File: config.mk
export PLATFORM = sky130hd
export DESIGN_NAME = inst_fetch_responder
export DESIGN_NICKNAME = d
export VERILOG_FILES = /design/src/rtl/inst_fetch_responder_pkg.sv /design/src/rtl/inst_fetch_responder.sv
export SDC_FILE = /design/constraint.sdc
export NUM_CORES = 1
export LEC_CHECK = 0
export ABC_AREA = 1
export BUFFER_PORTS_ARGS = -buffer_cell sky130_fd_sc_hd__buf_4
export CAP_MARGIN = 20
export CORE_MARGIN = 2
export CORE_UTILIZATION = 57
export DETAILED_ROUTE_END_ITERATION = 10
export GPL_TIMING_DRIVEN = 0
export PLACE_DENSITY_LB_ADDON = 0.1
export SYNTH_ARGS = -nofsm -noshare
export SYNTH_HDL_FRONTEND = slang
export SYNTH_SLANG_ARGS = --single-unit
File: constraint.sdc
create_clock -name clk -period 4.8 [get_ports clk]
set_clock_uncertainty 0.1 [all_clocks]
set_input_delay 1.2 -clock clk [delete_from_list [all_inputs] [get_ports clk]]
set_output_delay 1.2 -clock clk [all_outputs]
set_load 0.05 [all_outputs]
File: src/rtl/inst_fetch_responder_pkg.sv
// Shared definitions for the instruction fetch responder: state encodings,
// fetch size and datapath widths.
package inst_fetch_responder_pkg;

  localparam int unsigned DATA_WIDTH  = 32;
  localparam int unsigned ADDR_WIDTH  = 32;
  localparam int unsigned FETCH_BYTES = 4;
  localparam int unsigned CNT_WIDTH   = 3;

  typedef enum logic [1:0] {
    IDLE  = 2'd0,
    ISSUE = 2'd1,
    DRAIN = 2'd2,
    RESP  = 2'd3
  } state_t;

endpackage

File: src/rtl/inst_fetch_responder.sv
// Byte-serial instruction fetch from an 8-bit synchronous RAM into a 32-bit word.
// Optional next-line prefetch buffer enabled by defining INST_PREFETCH_EN.
module inst_fetch_responder
  import inst_fetch_responder_pkg::*;
(
  input  logic                  clk,
  input  logic                  rst,
  input  logic                  rdy,
  input  logic                  Clear_flag,
  input  logic                  insqueue_to_memctrl_needchange,
  input  logic [ADDR_WIDTH-1:0] memctrl_ins_addr_,
  input  logic [3:0]            memctrl_ins_remain_cycle_,
  input  logic                  data_busy,
  input  logic [7:0]            mem_din,
  output logic [ADDR_WIDTH-1:0] mem_a,
  output logic                  fetch_owns_ram,
  output logic                  memctrl_ins_ok,
  output logic [DATA_WIDTH-1:0] memctrl_ins_ans
);

  localparam logic [CNT_WIDTH-1:0] LAST_BYTE = CNT_WIDTH'(FETCH_BYTES - 1);

  state_t                state, state_nxt;
  logic [ADDR_WIDTH-1:0] base, base_nxt;
  logic [CNT_WIDTH-1:0]  cnt, cnt_nxt;
  logic                  cap, cap_nxt;
  logic [1:0]            cap_idx, cap_idx_nxt;
  logic [DATA_WIDTH-1:0] ans_nxt;
  logic                  unused_remain;

`ifdef INST_PREFETCH_EN
  logic                  pf_busy, pf_busy_nxt;
  logic                  pf_valid, pf_valid_nxt;
  logic                  pf_cap, pf_cap_nxt;
  logic [1:0]            pf_cap_idx, pf_cap_idx_nxt;
  logic [CNT_WIDTH-1:0]  pf_cnt, pf_cnt_nxt;
  logic [ADDR_WIDTH-1:0] pf_tag, pf_tag_nxt;
  logic [DATA_WIDTH-1:0] pf_data, pf_data_nxt;
`endif

  // Fetch size is fixed at four bytes; the requested count is ignored.
  assign unused_remain = ^memctrl_ins_remain_cycle_;

  always_ff @(posedge clk or negedge rst) begin
    if (!rst) begin
      state           <= IDLE;
      base            <= '0;
      cnt             <= '0;
      cap             <= 1'b0;
      cap_idx         <= '0;
      memctrl_ins_ans <= '0;
`ifdef INST_PREFETCH_EN
      pf_busy         <= 1'b0;
      pf_valid        <= 1'b0;
      pf_cap          <= 1'b0;
      pf_cap_idx      <= '0;
      pf_cnt          <= '0;
      pf_tag          <= '0;
      pf_data         <= '0;
`endif
    end else begin
      state           <= state_nxt;
      base            <= base_nxt;
      cnt             <= cnt_nxt;
      cap             <= cap_nxt;
      cap_idx         <= cap_idx_nxt;
      memctrl_ins_ans <= ans_nxt;
`ifdef INST_PREFETCH_EN
      pf_busy         <= pf_busy_nxt;
      pf_valid        <= pf_valid_nxt;
      pf_cap          <= pf_cap_nxt;
      pf_cap_idx      <= pf_cap_idx_nxt;
      pf_cnt          <= pf_cnt_nxt;
      pf_tag          <= pf_tag_nxt;
      pf_data         <= pf_data_nxt;
`endif
    end
  end

  // RAM address and the response pulse depend on same-cycle data_busy/Clear_flag,
  // so they are decoded here from registered state rather than registered.
  always_comb begin
    state_nxt      = state;
    base_nxt       = base;
    cnt_nxt        = cnt;
    cap_nxt        = cap;
    cap_idx_nxt    = cap_idx;
    ans_nxt        = memctrl_ins_ans;
    mem_a          = '0;
    fetch_owns_ram = 1'b0;
    memctrl_ins_ok = 1'b0;
`ifdef INST_PREFETCH_EN
    pf_busy_nxt    = pf_busy;
    pf_valid_nxt   = pf_valid;
    pf_cap_nxt     = pf_cap;
    pf_cap_idx_nxt = pf_cap_idx;
    pf_cnt_nxt     = pf_cnt;
    pf_tag_nxt     = pf_tag;
    pf_data_nxt    = pf_data;
`endif
    if (rdy) begin
      cap_nxt = 1'b0;
`ifdef INST_PREFETCH_EN
      pf_cap_nxt = 1'b0;
`endif
      if (Clear_flag) begin
        state_nxt = IDLE;
        cnt_nxt   = '0;
        ans_nxt   = '0;
`ifdef INST_PREFETCH_EN
        pf_busy_nxt  = 1'b0;
        pf_valid_nxt = 1'b0;
`endif
      end else begin
        if (cap) ans_nxt[{cap_idx, 3'b000} +: 8] = mem_din;
`ifdef INST_PREFETCH_EN
        if (pf_cap) begin
          pf_data_nxt[{pf_cap_idx, 3'b000} +: 8] = mem_din;
          if (pf_cap_idx == 2'd3) begin
            pf_valid_nxt = 1'b1;
            pf_busy_nxt  = 1'b0;
          end
        end
`endif
        case (state)
          IDLE: begin
            if (insqueue_to_memctrl_needchange) begin
              base_nxt = memctrl_ins_addr_;
              cnt_nxt  = '0;
`ifdef INST_PREFETCH_EN
              pf_busy_nxt  = 1'b0;
              pf_cap_nxt   = 1'b0;
              pf_valid_nxt = 1'b0;
              if (pf_valid && (memctrl_ins_addr_ == pf_tag)) begin
                ans_nxt   = pf_data;
                state_nxt = RESP;
              end else begin
                ans_nxt   = '0;
                state_nxt = ISSUE;
              end
`else
              ans_nxt   = '0;
              state_nxt = ISSUE;
`endif
            end
`ifdef INST_PREFETCH_EN
            else if (pf_busy && !data_busy && (pf_cnt != CNT_WIDTH'(FETCH_BYTES))) begin
              mem_a          = pf_tag + ADDR_WIDTH'(pf_cnt);
              fetch_owns_ram = 1'b1;
              pf_cap_nxt     = 1'b1;
              pf_cap_idx_nxt = pf_cnt[1:0];
              pf_cnt_nxt     = pf_cnt + CNT_WIDTH'(1);
            end
`endif
          end
          ISSUE: begin
            if (!data_busy) begin
              mem_a          = base + ADDR_WIDTH'(cnt);
              fetch_owns_ram = 1'b1;
              cap_nxt        = 1'b1;
              cap_idx_nxt    = cnt[1:0];
              cnt_nxt        = cnt + CNT_WIDTH'(1);
              if (cnt == LAST_BYTE) state_nxt = DRAIN;
            end
          end
          DRAIN: state_nxt = RESP;
          RESP: begin
            memctrl_ins_ok = 1'b1;
            state_nxt      = IDLE;
`ifdef INST_PREFETCH_EN
            pf_tag_nxt   = base + ADDR_WIDTH'(FETCH_BYTES);
            pf_cnt_nxt   = '0;
            pf_busy_nxt  = 1'b1;
            pf_valid_nxt = 1'b0;
`endif
          end
          default: state_nxt = IDLE;
        endcase
      end
    end
  end

endmodule

==> impl_metrics.tcl <==
set metrics [dict create \
    synth-seq-cells 72 \
    yosysWarnings 0 \
    grt_pass1_vias 3835 \
    synth_cell_types 26 \
    dpl_cell_area_mm2 0.005070 \
    drt-initial-drc-count 312 \
    power.density_mw_per_mm2 411.4 \
    antenna_cells 0 \
    yosysTopAreaCellShare_pct 43.77 \
    dieArea_mm2 0.007917 \
    cts_resized 0 \
    setup_violations 0 \
    leakage_nw 2.766 \
    synth_seq_area_share_pct 43.77 \
    status "complete, no violations" \
    grt_max_degree 73 \
    rows 30 \
    grt_pass1_wl_um 17770 \
    timing.rr.start "state[1]" \
    cts_tree "done" \
    cts_hold_buf 0 \
    cts_buffers 9 \
    path_buf_inv 4 \
    worstPathArrival_ns 2.75 \
    worst-path-max-fanout 10 \
    grt_overflow_total 0 \
    vias_per_cell 5.248 \
    hold_viol 0 \
    clk_path_buf_depth 2 \
    coreArea_mm2 0.006907 \
    maxSlewViolCount 0 \
    period_needed_ns 4.052 \
    hpwl_um 8257 \
    clock_latency_ns 0.35 \
    routed_wl_um 11090 \
    finalSetupTns_ns 0 \
    crit_type "in2out" \
    area_growth_pct 27.93 \
    die_y_um 88.98 \
    critPathRequiredTime_ns 3.50 \
    crit_path_end "mem_a[31]" \
    synth_top_area_cell "dfrtp_1" \
    syn-num-nets 627 \
    rsz0062_at_grt "false" \
    fill_cells 570 \
    path_depth 8 \
    layout.nets 749 \
    clock.fmax_ghz 0.2468 \
    drc 0 \
    peakVddDrop_uv 321.3 \
    post_drt_wl_per_cell_um 14.12 \
    cpPeakStageDelay_ns 0.28 \
    final_area_mm2 0.005266 \
    endpoint_kind "primary output" \
    cap_violations 0 \
    port_buffers 111 \
    worstRegToRegCells 7 \
    reg2reg_to "memctrl_ins_ans[0]" \
    critical_path.top_delay_family "buffers and inverters" \
    hold_slack_ns 0.3941 \
    first_pass_iters 5 \
    worstHoldPathType "reg2reg" \
    netlist_instances 562 \
    grt_usage_pct 29.14 \
    cts_setup_buffers 0 \
    worst_pin_slew_ns 0.8868 \
    cp-start-kind "input pin" \
    synth_area_mm2 0.004116 \
    antenna_found_initial 0 \
    max_slew_margin_pct 40.88 \
    clk_pin_slew_ns 0.07 \
    clkSinkCount 72 \
    postRouteAntennaNets 0 \
    place_congestion 0.9176 \
    cp-startpoint "Clear_flag" \
    htreeDepth 3 \
    r2r_slack_ns 2.94 \
    worstPathCellList "buf_4 -> nor2_1 -> nand2_1 -> inv_1 -> buf_2 -> nand2_1 -> nor2_1 -> buf_4" \
    drive_above_1_share_pct 21.48 \
    synth_area_leaders "dfrtp_1 (44%), nand2_1 (15%), nor2_1 (9.1%)" \
    period_share_pct 84.41 \
    syn_avg_cell_area_um2 7.325 \
    die_w_um 88.98 \
    cts_root_buf "clkbuf_8" \
    start_util_pct 59.60 \
    crit_slowest_cell "buf_2" \
    pin_count 116 \
    vias 4120 \
]
==> Yosys cell counts <==
cell	number
o21a_1	2
nor3_1	3
a31oi_1	1
nand4_1	5
dfrtp_1	72
nand3_1	21
inv_1	69
inv_2	1
o31ai_1	16
o21ai_1	2
o22ai_1	1
nand2_2	1
and2_1	1
nor2_1	100
buf_1	1
nand2_1	161
mux2_2	15
ha_1	14
o21ai_0	32
nor3b_1	2
a21oi_1	29
nand3b_1	1
fa_1	1
clkbuf_1	4
buf_2	5
a211oi_1	2
==> where the power goes <==
group | leakage (nW) | total, mW | switching [mW] | internal (mW)
combinational | 1.75 | 0.744 | 0.479 | 0.265
sequential | 0.918 | 0.930 | 0.170 | 0.760
clock | 0.0968 | 0.492 | 0.249 | 0.243
total | 2.77 | 2.17 | 0.898 | 1.27
==> state kept, by name, indices dropped and copies added, names as in the netlist <==
signal and count:
base 32, memctrl_ins_ans 32, cnt 3, cap_idx 2
state 2, cap 1
==> routing by layer <==
metal / share of wire [%] / global-route usage (%)
met5: 0 / 0
met3: 7.3 / 5.540
met2: 46 / 45.86
met4: 1.0 / 6.513
met1: 45 / 42.27
==> area by class of cell <==
| cell class | instances | area [um2] | area share, % |
|---|---|---|---|
| Timing Repair Buffer | 111 | 833.3 | 15.82 |
| Buffer | 10 | 43.79 | 0.8316 |
| Sequential cell | 72 | 1802 | 34.21 |
| Clock buffer | 10 | 127.6 | 2.423 |
| Clock inverter | 6 | 68.82 | 1.307 |
| Inverter | 70 | 262.8 | 4.989 |
| Tap cell | 96 | 120.1 | 2.281 |
| Multi-Input combinational cell | 410 | 2008 | 38.13 |
==> per-stage QoR <==
| step | setup slack (ns) | cells | power (mW) | utilization, % |
|---|---|---|---|---|
| after floorplan | 0.5906 | 562 | 1.442 | - |
| after detailed placement | 0.7925 | 769 | 1.674 | 73.41 |
| after global placement | 0.8405 | 769 | 1.642 | 73.41 |
| after CTS | 0.7794 | 785 | 2.162 | 76.25 |
| after global routing | 0.5680 | 785 | 2.320 | 76.25 |
| final | 0.7482 | 785 | 2.166 | 76.25 |
==> how the worst min path moves through the flow <==
stage                                   start             endpoint  slack (ns)  cells past startpoint
after detailed placement  memctrl_ins_ans[30]  memctrl_ins_ans[30]        0.38                      2
final                     memctrl_ins_ans[13]  memctrl_ins_ans[13]        0.39                      2
after CTS                 memctrl_ins_ans[13]  memctrl_ins_ans[13]        0.40                      2
after global routing       memctrl_ins_ans[8]   memctrl_ins_ans[8]        0.42                      2
after floorplan                       base[0]              base[0]        0.39                      1
after global placement    memctrl_ins_ans[20]  memctrl_ins_ans[20]        0.37                      2
==> kinds of logic (layout without fill, tap and decap cells) <==
kind of cell             Yosys count  after routing  share of synthesized area [%]
AO/OA/AOI/OAI                     85             85                          11.61
adder cells (fa/ha/maj)           15             15                          4.742
flip-flops                        72             72                          43.77
AND/OR/NAND/NOR                  295            295                          28.33
multiplexers                      15             15                          4.103
buffers and inverters             80            207                          7.446
==> worst min-delay path: cells and delay by family (launching register included) <==
family	cells	cell delay, ns
AO/OA/AOI/OAI	1	0.06
AND/OR/NAND/NOR	1	0.05
flip-flops	1	0.35
==> placed cells by master, fill, tap and decap left out, drive strengths merged, types with 2 or more instances in the layout <==
| cell | synthesis | final |
|---|---|---|
| a211oi | 2 | 2 |
| a21oi | 29 | 29 |
| buf | 6 | 117 |
| clkbuf | 4 | 14 |
| clkinv | 0 | 3 |
| dfrtp | 72 | 72 |
| ha | 14 | 14 |
| inv | 70 | 71 |
| mux2 | 15 | 15 |
| nand2 | 162 | 162 |
| nand3 | 21 | 21 |
| nand4 | 5 | 5 |
| nor2 | 100 | 100 |
| nor3 | 3 | 3 |
| nor3b | 2 | 2 |
| o21a | 2 | 2 |
| o21ai | 34 | 34 |
| o31ai | 16 | 16 |
No activity file was read; power rests on OpenSTA's default activity.
